### config.mk
export PLATFORM = sky130hd
export DESIGN_NAME = ofdm_bit_encoder_flat
export DESIGN_NICKNAME = d
export VERILOG_FILES = /design/src/rtl/ofdm_bit_encoder_if.sv /design/src/rtl/ofdm_bit_encoder.sv /design/src/flat_wrapper.sv
export SDC_FILE = /design/constraint.sdc
export NUM_CORES = 1
export LEC_CHECK = 0
export ABC_AREA = 0
export CAP_MARGIN = 10
export CELL_PAD_IN_SITES_DETAIL_PLACEMENT = 1
export CELL_PAD_IN_SITES_GLOBAL_PLACEMENT = 2
export CORE_ASPECT_RATIO = 1.4
export CORE_UTILIZATION = 34
export CTS_BUF_LIST = sky130_fd_sc_hd__clkbuf_8
export CTS_CLUSTER_SIZE = 14
export DETAILED_ROUTE_END_ITERATION = 8
export PLACE_DENSITY_LB_ADDON = 0.1
export SETUP_SLACK_MARGIN = 0.4
export SYNTH_ARGS = -nofsm -noshare
export SYNTH_HDL_FRONTEND = slang
export SYNTH_SLANG_ARGS = --single-unit
### constraint.sdc
create_clock -name clock -period 2.4 [get_ports clock]
set_input_delay 0.24 -clock clock [delete_from_list [all_inputs] [get_ports clock]]
set_output_delay 0.24 -clock clock [all_outputs]
set_load 0.03 [all_outputs]
### src/rtl/ofdm_bit_encoder_if.sv
// ofdm_bit_encoder_if: frame control, byte input and coded-bit output bundle
interface ofdm_bit_encoder_if;
  logic enable, start, do_scramble, byte_in_strobe, byte_in_ready;
  logic coded_bit, coded_valid, coded_ready, busy, done;
  logic [3:0] rate;
  logic [6:0] scram_seed;
  logic [11:0] num_bytes;
  logic [7:0] byte_in;
  modport master(
    output enable, start, rate, do_scramble, scram_seed, num_bytes, byte_in, byte_in_strobe, coded_ready,
    input byte_in_ready, coded_bit, coded_valid, busy, done
  );
  modport slave(
    input enable, start, rate, do_scramble, scram_seed, num_bytes, byte_in, byte_in_strobe, coded_ready,
    output byte_in_ready, coded_bit, coded_valid, busy, done
  );
endinterface

### src/rtl/ofdm_bit_encoder.sv
// ofdm_bit_encoder: 802.11a/g service/scramble/tail/pad, K=7 encoder, puncturing when OFDM_ENC_PUNCTURE_EN
module ofdm_bit_encoder (
  input logic clock,
  input logic reset,
  ofdm_bit_encoder_if.slave bus
);
  localparam logic [2:0] IDLE = 3'd0, SERVICE = 3'd1, DATA = 3'd2, TAIL = 3'd3, PAD = 3'd4, DRAIN = 3'd5;
  logic [2:0] state;
  logic raw, ph, fb, d, a, b, ka, kb, have, free, last, step, sym_wrap;
  logic [3:0] rate_q, cnt, sh_n;
  logic [6:0] scr;
  logic [5:0] hist;
  logic [7:0] sym, sh, ndbps;
  logic [11:0] left;
`ifdef OFDM_ENC_PUNCTURE_EN
  logic [1:0] pc;
  logic p23, p34;
`endif
  assign bus.byte_in_ready = state == DATA && sh_n == 4'd0 && left != 12'd0;
  always_comb begin
    ndbps = rate_q == 4'b1011 ? 8'd24 : rate_q == 4'b1111 ? 8'd36 : rate_q == 4'b1010 ? 8'd48 :
            rate_q == 4'b1110 ? 8'd72 : rate_q == 4'b1001 ? 8'd96 : rate_q == 4'b1101 ? 8'd144 :
            rate_q == 4'b1000 ? 8'd192 : 8'd216;
    fb = scr[6] ^ scr[3];
    d = state == TAIL ? 1'b0 : ((state == DATA) & sh[0]) ^ (fb & ~raw);
    a = d ^ hist[1] ^ hist[2] ^ hist[4] ^ hist[5];
    b = d ^ hist[0] ^ hist[1] ^ hist[2] ^ hist[5];
    have = state == SERVICE || state == TAIL || state == PAD || (state == DATA && sh_n != 4'd0);
    free = ~bus.coded_valid | bus.coded_ready;
    sym_wrap = sym == ndbps - 8'd1;
`ifdef OFDM_ENC_PUNCTURE_EN
    p23 = rate_q == 4'b1000;
    p34 = rate_q[3:2] == 2'b11;
    ka = ~(p34 && pc == 2'd2);
    kb = pc == 2'd0 || (p34 && pc == 2'd2);
`else
    ka = 1'b1;
    kb = 1'b1;
`endif
    last = ph | ~ka | ~kb;
    step = bus.enable & have & free & last;
  end
  always_ff @(posedge clock) begin
    if (reset) begin
      state <= IDLE;
      raw <= 1'b0;
      rate_q <= 4'd0;
      cnt <= 4'd0;
      sh_n <= 4'd0;
      scr <= 7'd0;
      hist <= 6'd0;
      sym <= 8'd0;
      sh <= 8'd0;
      left <= 12'd0;
      ph <= 1'b0;
      bus.coded_bit <= 1'b0;
      bus.coded_valid <= 1'b0;
      bus.busy <= 1'b0;
      bus.done <= 1'b0;
`ifdef OFDM_ENC_PUNCTURE_EN
      pc <= 2'd0;
`endif
    end else if (bus.enable) begin
      bus.done <= 1'b0;
      if (state == IDLE && bus.start) begin
        rate_q <= bus.rate;
        raw <= ~bus.do_scramble;
        scr <= bus.scram_seed == 7'd0 ? 7'h7f : bus.scram_seed;
        hist <= 6'd0;
        sym <= 8'd0;
        cnt <= 4'd0;
        sh_n <= 4'd0;
        ph <= 1'b0;
        left <= bus.num_bytes;
`ifdef OFDM_ENC_PUNCTURE_EN
        pc <= 2'd0;
`endif
        bus.done <= bus.num_bytes == 12'd0;
        bus.busy <= bus.num_bytes != 12'd0;
        state <= bus.num_bytes == 12'd0 ? IDLE : bus.do_scramble ? SERVICE : DATA;
      end
      if (bus.byte_in_ready && bus.byte_in_strobe) begin
        sh <= bus.byte_in;
        sh_n <= 4'd8;
        left <= left - 12'd1;
      end
      if (free) bus.coded_valid <= have;
      if (free && have) begin
        bus.coded_bit <= (ph | ~ka) ? b : a;
        ph <= ~last;
      end
      // scrambler, encoder history and counters move only once the bit's last kept output is issued
      if (step) begin
        hist <= {hist[4:0], d};
        scr <= {scr[5:0], fb};
        sym <= sym_wrap ? 8'd0 : sym + 8'd1;
        cnt <= state == DATA ? 4'd0 : cnt + 4'd1;
`ifdef OFDM_ENC_PUNCTURE_EN
        pc <= (p23 && pc == 2'd1) || (p34 && pc == 2'd2) || !(p23 || p34) ? 2'd0 : pc + 2'd1;
`endif
        if (state == SERVICE && cnt == 4'd15) state <= DATA;
        if (state == DATA) begin
          sh <= sh >> 1;
          sh_n <= sh_n - 4'd1;
          if (sh_n == 4'd1 && left == 12'd0) state <= raw ? DRAIN : TAIL;
        end
        if (state == TAIL && cnt == 4'd5) state <= sym_wrap ? DRAIN : PAD;
        if (state == PAD && sym_wrap) state <= DRAIN;
      end
      if (state == DRAIN && free) begin
        state <= IDLE;
        bus.busy <= 1'b0;
        bus.done <= 1'b1;
      end
    end
  end
endmodule

### src/flat_wrapper.sv
// flat-port wrapper written by rule: the top's interface ports become plain ports
module ofdm_bit_encoder_flat 
  (clock, reset, bus_enable, bus_start, bus_rate, bus_do_scramble, bus_scram_seed, bus_num_bytes, bus_byte_in, bus_byte_in_strobe, bus_coded_ready, bus_byte_in_ready, bus_coded_bit, bus_coded_valid, bus_busy, bus_done);
  ofdm_bit_encoder_if bus_i ();
  input logic clock;
  input logic reset;
  input wire logic [$bits(bus_i.enable)-1:0] bus_enable;
  input wire logic [$bits(bus_i.start)-1:0] bus_start;
  input wire logic [$bits(bus_i.rate)-1:0] bus_rate;
  input wire logic [$bits(bus_i.do_scramble)-1:0] bus_do_scramble;
  input wire logic [$bits(bus_i.scram_seed)-1:0] bus_scram_seed;
  input wire logic [$bits(bus_i.num_bytes)-1:0] bus_num_bytes;
  input wire logic [$bits(bus_i.byte_in)-1:0] bus_byte_in;
  input wire logic [$bits(bus_i.byte_in_strobe)-1:0] bus_byte_in_strobe;
  input wire logic [$bits(bus_i.coded_ready)-1:0] bus_coded_ready;
  output wire logic [$bits(bus_i.byte_in_ready)-1:0] bus_byte_in_ready;
  output wire logic [$bits(bus_i.coded_bit)-1:0] bus_coded_bit;
  output wire logic [$bits(bus_i.coded_valid)-1:0] bus_coded_valid;
  output wire logic [$bits(bus_i.busy)-1:0] bus_busy;
  output wire logic [$bits(bus_i.done)-1:0] bus_done;
  assign bus_i.enable = bus_enable;
  assign bus_i.start = bus_start;
  assign bus_i.rate = bus_rate;
  assign bus_i.do_scramble = bus_do_scramble;
  assign bus_i.scram_seed = bus_scram_seed;
  assign bus_i.num_bytes = bus_num_bytes;
  assign bus_i.byte_in = bus_byte_in;
  assign bus_i.byte_in_strobe = bus_byte_in_strobe;
  assign bus_i.coded_ready = bus_coded_ready;
  assign bus_byte_in_ready = bus_i.byte_in_ready;
  assign bus_coded_bit = bus_i.coded_bit;
  assign bus_coded_valid = bus_i.coded_valid;
  assign bus_busy = bus_i.busy;
  assign bus_done = bus_i.done;
  ofdm_bit_encoder u_core (.clock(clock), .reset(reset), .bus(bus_i));
endmodule
* After elaboration in Yosys (flattened, before gate mapping) *
Cells that the tools add are included.

operators by class
  add/sub/neg operators = 5
  reductions and logical operators = 33
  multiply operators = 0
  multiplexer cells = 47
  equal/unequal tests = 16
  div/mod/pow operators = 0
  order comparisons = 0
  shift-type cells = 0
  bitwise logic cells = 20

operators by type and width
  operator               count
  $mux 8                 12
  $eq 4x4->1 const B     8
  $mux 3                 10
  $mux 4                 7
  $logic_not 12->1       2
  $mux 12                2
  $reduce_bool 12->1     2
  $mux 7                 3
  $reduce_and 2->1       7
  $mux 6                 2
  $sub 12x1->12 const B  1
  $logic_and 1x1->1      11
  $xor 1x1->1            10
  $mux 1                 9
  $add 8x1->8 const B    1
  $eq 8x8->1             1
  $reduce_bool 2->1      4
  $sub 8x1->8 const B    1
  $logic_not 7->1        1
  $eq 3x2->1 const B     2
  $eq 3x3->1 const B     2
  $and 1x1->1            5
  $mux 5                 1
  $add 4x1->4 const B    1
  other kinds (11)       16

storage, ports and cells
  memories kept = 0
  bits in registers = 62
  bits in writable memories = 0
  ROM bits = 0
  input port bits = 38
  output and inout port bits = 5
  bits in latches = 0

* Logic depth before layout (Yosys ltp) *
Gate-level depths: netlist of run 1.

  depth after elaboration = 15
  gate-level depth with buffers = 12
  mapped depth without buffers = 10

* Worst setup path before layout of run 1 *
No wires, ideal clock.

  kind = register -> register
  start = register u_core.rate_q[2]
  end = register u_core.state[2]
  path buffers = 2
  stages on the path, launching flop included = 13
  library setup time = 0.115 ns
  setup slack = 0.234 ns
  period minus slack after synthesis = 2.166 ns
  arrival = 2.051 ns
  cells stage by stage = dfxtp_1 clkbuf_1 nand2b_1 nand2_1 a31oi_1 ha_1 and2_1 a22oi_1 xnor2_1 nand2_1 clkbuf_1 o21ai_0 o21ba_2

between the ends
  cells in the longest elaborated chain, start to end = 14
  elaborated cells on any way between the ends = 20
  those cells by class = add/sub (1); eq/ne (8); mux (10); reduce/logical (1)

ends and longest elaborated chain
  what                    RTL line                 source
  start, declared         ofdm_bit_encoder.sv:10   logic [3:0] rate_q, cnt, sh_n;
  start signal, assigned  ofdm_bit_encoder.sv:66   rate_q <= bus.rate;
  $eq 4x4->1              ofdm_bit_encoder.sv:23   rate_q == 4'b1000 ? 8'd192 : 8'd216;
  $mux 5                  ofdm_bit_encoder.sv:23
  $mux 8 (3 in series)    ofdm_bit_encoder.sv:22   rate_q == 4'b1110 ? 8'd72 : rate_q == 4'b1001 ? 8'd96 : rate_q == 4'b1101 ? 8'd144 :
  $mux 8 (2 in series)    ofdm_bit_encoder.sv:21   ndbps = rate_q == 4'b1011 ? 8'd24 : rate_q == 4'b1111 ? 8'd36 : rate_q == 4'b1010 ? 8'd48 :
  $mux 8 (*)              ofdm_bit_encoder.sv:21
  $sub 8x1->8 (*)         ofdm_bit_encoder.sv:30   sym_wrap = sym == ndbps - 8'd1;
  $eq 8x8->1 (*)          ofdm_bit_encoder.sv:30
  $logic_and 1x1->1 (*)   ofdm_bit_encoder.sv:108  if (state == PAD && sym_wrap) state <= DRAIN;
  $mux 3 (*)              ofdm_bit_encoder.sv:108
  $mux 3 (*)              ofdm_bit_encoder.sv:93   if (step) begin
  $mux 3 (*)              ofdm_bit_encoder.sv:110  if (state == DRAIN && free) begin
  end signal, assigned    ofdm_bit_encoder.sv:80   state <= bus.num_bytes == 12'd0 ? IDLE : bus.do_scramble ? SERVICE : DATA;
  end signal, assigned    ofdm_bit_encoder.sv:105  if (sh_n == 4'd1 && left == 12'd0) state <= raw ? DRAIN : TAIL;
  end signal, assigned    ofdm_bit_encoder.sv:107  if (state == TAIL && cnt == 4'd5) state <= sym_wrap ? DRAIN : PAD;
  end, declared           ofdm_bit_encoder.sv:8    logic [2:0] state;

Every way passes the cells marked *; elsewhere a longest branch is shown, timed or not.
A chain may end at the register's enable or synchronous reset.

* Worst setup path in the final report of run 1 *
  start = register u_core.state[1]
  end = register u_core.state[0]

between the ends
  cells in the longest elaborated chain, start to end = 10
  elaborated cells on any way between the ends = 26
  those cells by class = eq/ne (5); mux (8); bitwise (3); reduce/logical (10)

ends and longest elaborated chain
  what               RTL line                 source
  $logic_not 3->1    ofdm_bit_encoder.sv:65   if (state == IDLE && bus.start) begin
  $logic_and 1x1->1  ofdm_bit_encoder.sv:65
  $mux 3             ofdm_bit_encoder.sv:65
  $mux 3             ofdm_bit_encoder.sv:101  if (state == SERVICE && cnt == 4'd15) state <= DATA;
  $mux 3             ofdm_bit_encoder.sv:105
  $mux 3             ofdm_bit_encoder.sv:102  if (state == DATA) begin
  $mux 3             ofdm_bit_encoder.sv:107
  $mux 3             ofdm_bit_encoder.sv:108
  $mux 3             ofdm_bit_encoder.sv:93
  $mux 3 (*)         ofdm_bit_encoder.sv:110

Marked as above.

==> results of run 1 <==
[logic make-up (layout without fill, tap and decap cells)]
kind of cell	Yosys count	in the layout	synth area share (%)
and+or+nand+nor	169	169	25.4
DFF	62	62	35.0
AOI/OAI and AO/OA	140	140	26.9
adders and majority gates	8	8	2.83
buffers and inverters	40	126	4.95
xor gates and xnor gates	14	14	3.46
muxes	5	5	1.48
[state kept, by name, summed over array words and instances (netlist names), 3 cells and up]
signal / flops
u_core.rate_q: 4
u_core.hist: 6
u_core.state: 3
u_core.sh_n: 4
u_core.sym: 8
u_core.sh: 8
u_core.cnt: 4
u_core.left: 12
u_core.scr: 7
[stage by stage]
| stage | hold WS [ps] | TNS [ps] |
|---|---|---|
| 3_5_place_dp | 452 | -520 |
| 4_1_cts | 353 | 0 |
| 3_3_place_gp | 442 | -421 |
| 5_1_grt | 383 | 0 |
| 2_1_floorplan | 336 | 0 |
| 6_report | 366 | 0 |
[worst max-delay path, stage by stage, from the launching register on]
cell and delay [ps]:
dfxtp_1 320, buf_4 160, or4b_4 550, a31oi_1 260
a21oi_1 170, and2_1 200, o41ai_1 320, a31o_2 150
[synth_stat cells, drive strengths merged, types with 5 or more instances]
cell type | number | area (um^2)
a22oi | 11 | 82.6
a211oi | 5 | 37.5
xor2 | 5 | 43.8
nand2 | 51 | 191
nand3 | 19 | 95.1
ha | 8 | 100
a21oi | 38 | 194
o2111ai | 6 | 52.6
nor4 | 6 | 37.5
buf | 10 | 62.6
xnor2 | 9 | 78.8
nand2b | 7 | 43.8
nor2 | 31 | 116
o221ai | 6 | 52.6
and2 | 5 | 31.3
o2bb2ai | 7 | 61.3
o21ai | 26 | 141
clkbuf | 18 | 67.6
o21bai | 5 | 37.5
dfxtp | 62 | 1240
a31oi | 6 | 37.5
nor3 | 12 | 60.1
inv | 12 | 45.0
[worst max path at each step]
stage                                       from                           end  slack (ps)  depth (start not counted)
CTS                  u_core.left[0]$_SDFFE_PP0P_             bus_byte_in_ready         220                          6
global route         u_core.left[0]$_SDFFE_PP0P_   u_core.left[1]$_SDFFE_PP0P_         110                         10
detailed placement             bus_scram_seed[2]    u_core.scr[1]$_SDFFE_PP0P_        -100                          5
floorplan            u_core.left[1]$_SDFFE_PP0P_   u_core.left[9]$_SDFFE_PP0P_         280                          9
global placement               bus_scram_seed[2]    u_core.scr[5]$_SDFFE_PP0P_         -80                          5
finish              u_core.state[1]$_SDFFE_PP0P_  u_core.state[0]$_SDFFE_PP0P_         220                          7
[timing repair]
item                       4_1_cts  5_1_grt
hold buffers                     0        0
pin swaps                       36       31
buffers inserted                17       10
setup endpoints to repair       49       52
gates resized for setup         69       28
cloned                           0        0
[routing by layer]
layer / global-route usage, % / wire length (um) / up-vias
met4: 9.27 / 256 / 0
li1: - / - / 1789
met1: 25.6 / 4930 / 1806
met5: 0 / 0 / -
met2: 39.7 / 6000 / 43
met3: 3.36 / 213 / 16
[final cells by class]
type                    instances  area [um^2]
repair buffers                 98          896
clock buffers                   9          124
well taps                     135          169
inverters                      12         45.0
flip-flops and latches         62         1250
fillers                      1198         5030
clock inverters                 7         66.3
multi-input cells             336         2430
[power by group]
group | switching [uW] | leakage (uW) | internal, uW | total [uW]
Combinational | 343 | 0.00114 | 335 | 679
Sequential | 42.8 | 0.000507 | 1070 | 1120
Clock | 452 | 0.0000924 | 471 | 924
Total | 839 | 0.00174 | 1880 | 2720
==> metrics, run 1 <==
gp weighted congestion 0.817; nets 565; Worst Hold Class input pin to flip-flop; GRT Total Usage 22.1%; DRC errors left 0; P&R area growth vs syn 40.6%; Max-slew headroom 54.3%; Slew @ Worst Pin 679 ps; most common cell after layout, fill and taps aside dfxtp_1; Die Width 88.3 um; unrepaired setup endpoints after global routing true; total grt overflow 0; Final Setup Violations 0; dpl cells 616; Slew Limit Fails 0; P per Cell Area 546 nW/um^2; DRT Pass-1 Iters 4; CTS tree yes; r2r worst-path depth 7; status completed; antenna violations before repair 0; layout cells sized above 1 27.9%; num ports 43; H-tree depth 3; via/cell ratio 5.54; Post-DP HPWL 7.93 mm; CTS buffer count 9; Synth Area per Inst 8.09 um^2; prevailing post-synth register cell dfxtp_1; Antenna Cells 0; root buffer cell clkbuf_8; largest net degree at the start of global routing 50; Worst EP required 2700 ps; Max clock buf depth 2; Die Area 10800 um^2; total power 2720 uW; Tcrit/Tclk final 90.8%; Crit Path Class flip-flop to flip-flop; Hold EP u_core.left[9]$_SDFFE_PP0P_; Crit Path Max Fanout 8; vias in the first global route 3771; pre-CTS setup slack -98.9 ps; Yosys reg bits 62; VDD IR max 0.326 mV; final hold vios 0; post-synthesis cell count 438; routed len/inst 17.3 um; final std cells w/o fill 659; Cell Area, Placed 4250 um^2; post-route setup slack 222 ps; leakage power 0.00174 uW; Hold Path Cell Cnt 4; number of max-cap violations 0; Worst Skew 9.86 ps; Hold Path Origin reset; worst skew pair latency 350 ps; Synth Warn # 0; Crit Reg-Reg Endpoint u_core.state[0]$_SDFFE_PP0P_; Routed Antenna Nets 0; reg2reg start u_core.state[1]$_SDFFE_PP0P_; fin crit period 2180 ps; IO Port Bufs 42; Finished Core Util 49.8%; design area 4980 um^2; crit path DAT 2480 ps; standard-cell rows 43; sequential fraction of the synthesis area 35.0%; most frequent cells in the layout 54 x dfxtp_1, 49 x nand2_1, 45 x buf_4; overall routed net length 11.4 mm; Initial Util 35.4%; Post-synth EDFFs 0; clock sinks 62; FMAX 0.459 GHz; DR vias 3654; worst reg-to-reg setup slack 220 ps; CP Capture Type flip-flop; Core Area 10000 um^2; cell area after synthesis 3540 um^2; Async SR Flop Fraction 0%; DRT iter0 DRCs 131; Setup crit start kind flip-flop; Worst-path clk slew 70 ps; Die H 123 um; post-synth net total 484; first-pass GRT wire length 18.3 mm; post-synth cell types 66
Note: power is estimated with default switching activity, not from simulation.
==> inputs of run 2 (changes only) <==
==> constraint.sdc (replaced) <==
create_clock -name clock -period 2.4 [get_ports clock]
set_input_delay 0.24 -clock clock [delete_from_list [all_inputs] [get_ports clock]]
set_output_delay 0.24 -clock clock [all_outputs]
set_load 0.05 [all_outputs]
==> run 2 against run 1 <==
Compared with the run above: sequential cell count stayed put; critical path depth stayed put; sequential share of layout area is 0.74 points lower; routed wire length is 4.1% higher; final cell count is 1.5% higher; die area stayed put; non-clock buffer count is 10 higher; fmax is 5.8% lower; register-to-register slack worse by 80 ps; worst hold slack worse by 21 ps; worst setup slack worse by 130 ps; clock skew hardly changed; critical path type is now flip-flop to primary output.
==> metrics, run 2 (synthesis results as in run 1) <==
Net Sw Power 873 uW; Largest register FFs 12; Logic pwr share 25.7%; nets 575; Worst-path clk slew 70 ps; Final Setup Violations 0; Cell Area, Placed 4270 um^2; CTS tree yes; Crit Reg-Reg Endpoint u_core.left[9]$_SDFFE_PP0P_; VDD IR max 0.311 mV; number of max-cap violations 0; Net Sw Frac 30.1%; H-tree depth 3; unrepaired setup endpoints after global routing true; Worst EP required 2160 ps; final hold vios 0; DR vias 3724; Hold Path Origin reset; Initial Util 35.4%; Largest Register u_core.left; Routed Antenna Nets 0; most common cell after layout, fill and taps aside dfxtp_1; worst reg-to-reg setup slack 140 ps; WP depth 7; internal power 2030 uW; num ports 43; CTS buffer count 9; Max clock buf depth 2; Worst Skew 10.2 ps; Setup crit end bus_byte_in_ready; fin crit period 2310 ps; root buffer cell clkbuf_8; top flop regs u_core.left: 12 flops, u_core.sh: 8 flops, u_core.sym: 8 flops; worst skew pair latency 360 ps; Die H 123 um; DRT Pass-1 Iters 4; hold_ws 345 ps; DRT iter0 DRCs 63; Crit Path Max Fanout 3; overall routed net length 11.9 mm; Setup crit start kind flip-flop; cell family with most CP delay simple AND/OR/NAND/NOR gates; Die Width 88.3 um; most frequent cells in the layout 52 x dfxtp_1, 50 x buf_4, 49 x nand2_1; IO Port Bufs 42; CP cell instances inv_2 -> ha_4 -> or4b_4 -> nor4b_4 -> buf_4 -> nor2_2 -> buf_6; clock sinks 62; Post-DP HPWL 8.13 mm; DRC errors left 0; Slew Limit Fails 0; gp weighted congestion 0.772; r2r worst-path depth 9; status completed; total power 2900 uW; Slew @ Worst Pin 604 ps; layout cells sized above 1 28.8%; Crit Path Class flip-flop to primary output; Critical Path Slowest Stage Cell or4b_4; Reg power frac 38.6%; Tcrit/Tclk final 96.3%; largest net degree at the start of global routing 50; reg2reg start u_core.left[0]$_SDFFE_PP0P_; first-pass GRT wire length 18.6 mm; Max-slew headroom 59.8%; antenna violations before repair 0; Die Area 10800 um^2; P&R area growth vs syn 46.1%; GRT Total Usage 22.2%; CP peak stage delay 480 ps; CP Capture Type primary output; P per Cell Area 561 nW/um^2; routed len/inst 17.7 um; leakage power 0.00185 uW; design area 5170 um^2; FMAX 0.433 GHz; standard-cell rows 43; Critical Path Start u_core.left[0]$_SDFFE_PP0P_; clock network fraction of total power 35.7%; via/cell ratio 5.57; CP bufs+invs 3; crit path DAT 2070 ps; Antenna Cells 0; Core Area 10000 um^2; vias in the first global route 3882; Worst Hold Class input pin to flip-flop; total grt overflow 0
[run 2: cell count changes in the layout (fill, tap and decap cells not counted), moves of 5 or more]
cell and change:
buf_4 +5, a22oi_2 -7, o21ai_1 +5, o21ai_2 -5, a22oi_1 +7
[run 2: through the flow]
| stage | TNS [ps] | setup WS, ps | util, % | instances |
|---|---|---|---|---|
| floorplan | 0 | 284 | - | 438 |
| global placement | -483 | -91.6 | 42.6 | 617 |
| detailed placement | -827 | -115 | 42.6 | 617 |
| CTS | 0 | 113 | 47.9 | 651 |
| global route | 0 | 26.6 | 51.7 | 669 |
| finish | 0 | 88.0 | 51.7 | 669 |
[run 2: worst min-delay path by stage]
stage	endpoint	slack, ps	cells past startpoint
final	u_core.left[9]$_SDFFE_PP0P_	340	4
after CTS	u_core.left[9]$_SDFFE_PP0P_	330	4
after global routing	u_core.left[9]$_SDFFE_PP0P_	370	4
after detailed placement	u_core.sh[4]$_SDFFE_PP0P_	450	1
after global placement	u_core.hist[4]$_SDFFE_PP0P_	440	2
after floorplan	u_core.raw$_SDFFE_PP0P_	340	1
[run 2: repair_timing]
action / 4_1_cts / 5_1_grt
pin swaps: 24 / 30
hold buffers: 0 / 0
resized for setup: 54 / 48
setup endpoints to repair: 53 / 48
setup buffers: 18 / 18
[run 2: final cells by class]
type / count / area [um^2]
clock buffers: 9 / 124
clock inverters: 7 / 90.1
fillers: 1183 / 4830
inverters: 12 / 45.0
multi-input cells: 336 / 2480
flip-flops and latches: 62 / 1260
well taps: 135 / 169
repair buffers: 108 / 1000
[run 2: worst reg2reg max path, cell delays in order, from the launching register on]
cell and delay (ps):
dfxtp_2 330, inv_2 80, ha_4 130, or4b_4 480
nor4b_4 350, nand2b_1 210, buf_4 200, nand2_1 90
a211oi_2 230, o21a_1 130
[run 2: per-layer routing]
metal | part of all wire (%) | GRT usage [%] | up-vias | routed length, um
met5 | 0 | 0 | - | 0
met4 | 1.8 | 8.27 | 0 | 216
met3 | 2.0 | 3.36 | 17 | 242
met2 | 55 | 41.8 | 47 | 6550
met1 | 41 | 24.5 | 1846 | 4850
li1 | - | - | 1814 | -
[run 2: power by group through the flow]
stage / Combinational (uW) / Clock (uW) / Sequential [uW]
after floorplan: 335 / 0 / 1130
after global placement: 527 / 0 / 1140
after detailed placement: 539 / 0 / 1140
after CTS: 655 / 1070 / 1110
after global routing: 800 / 1100 / 1120
final: 746 / 1040 / 1120
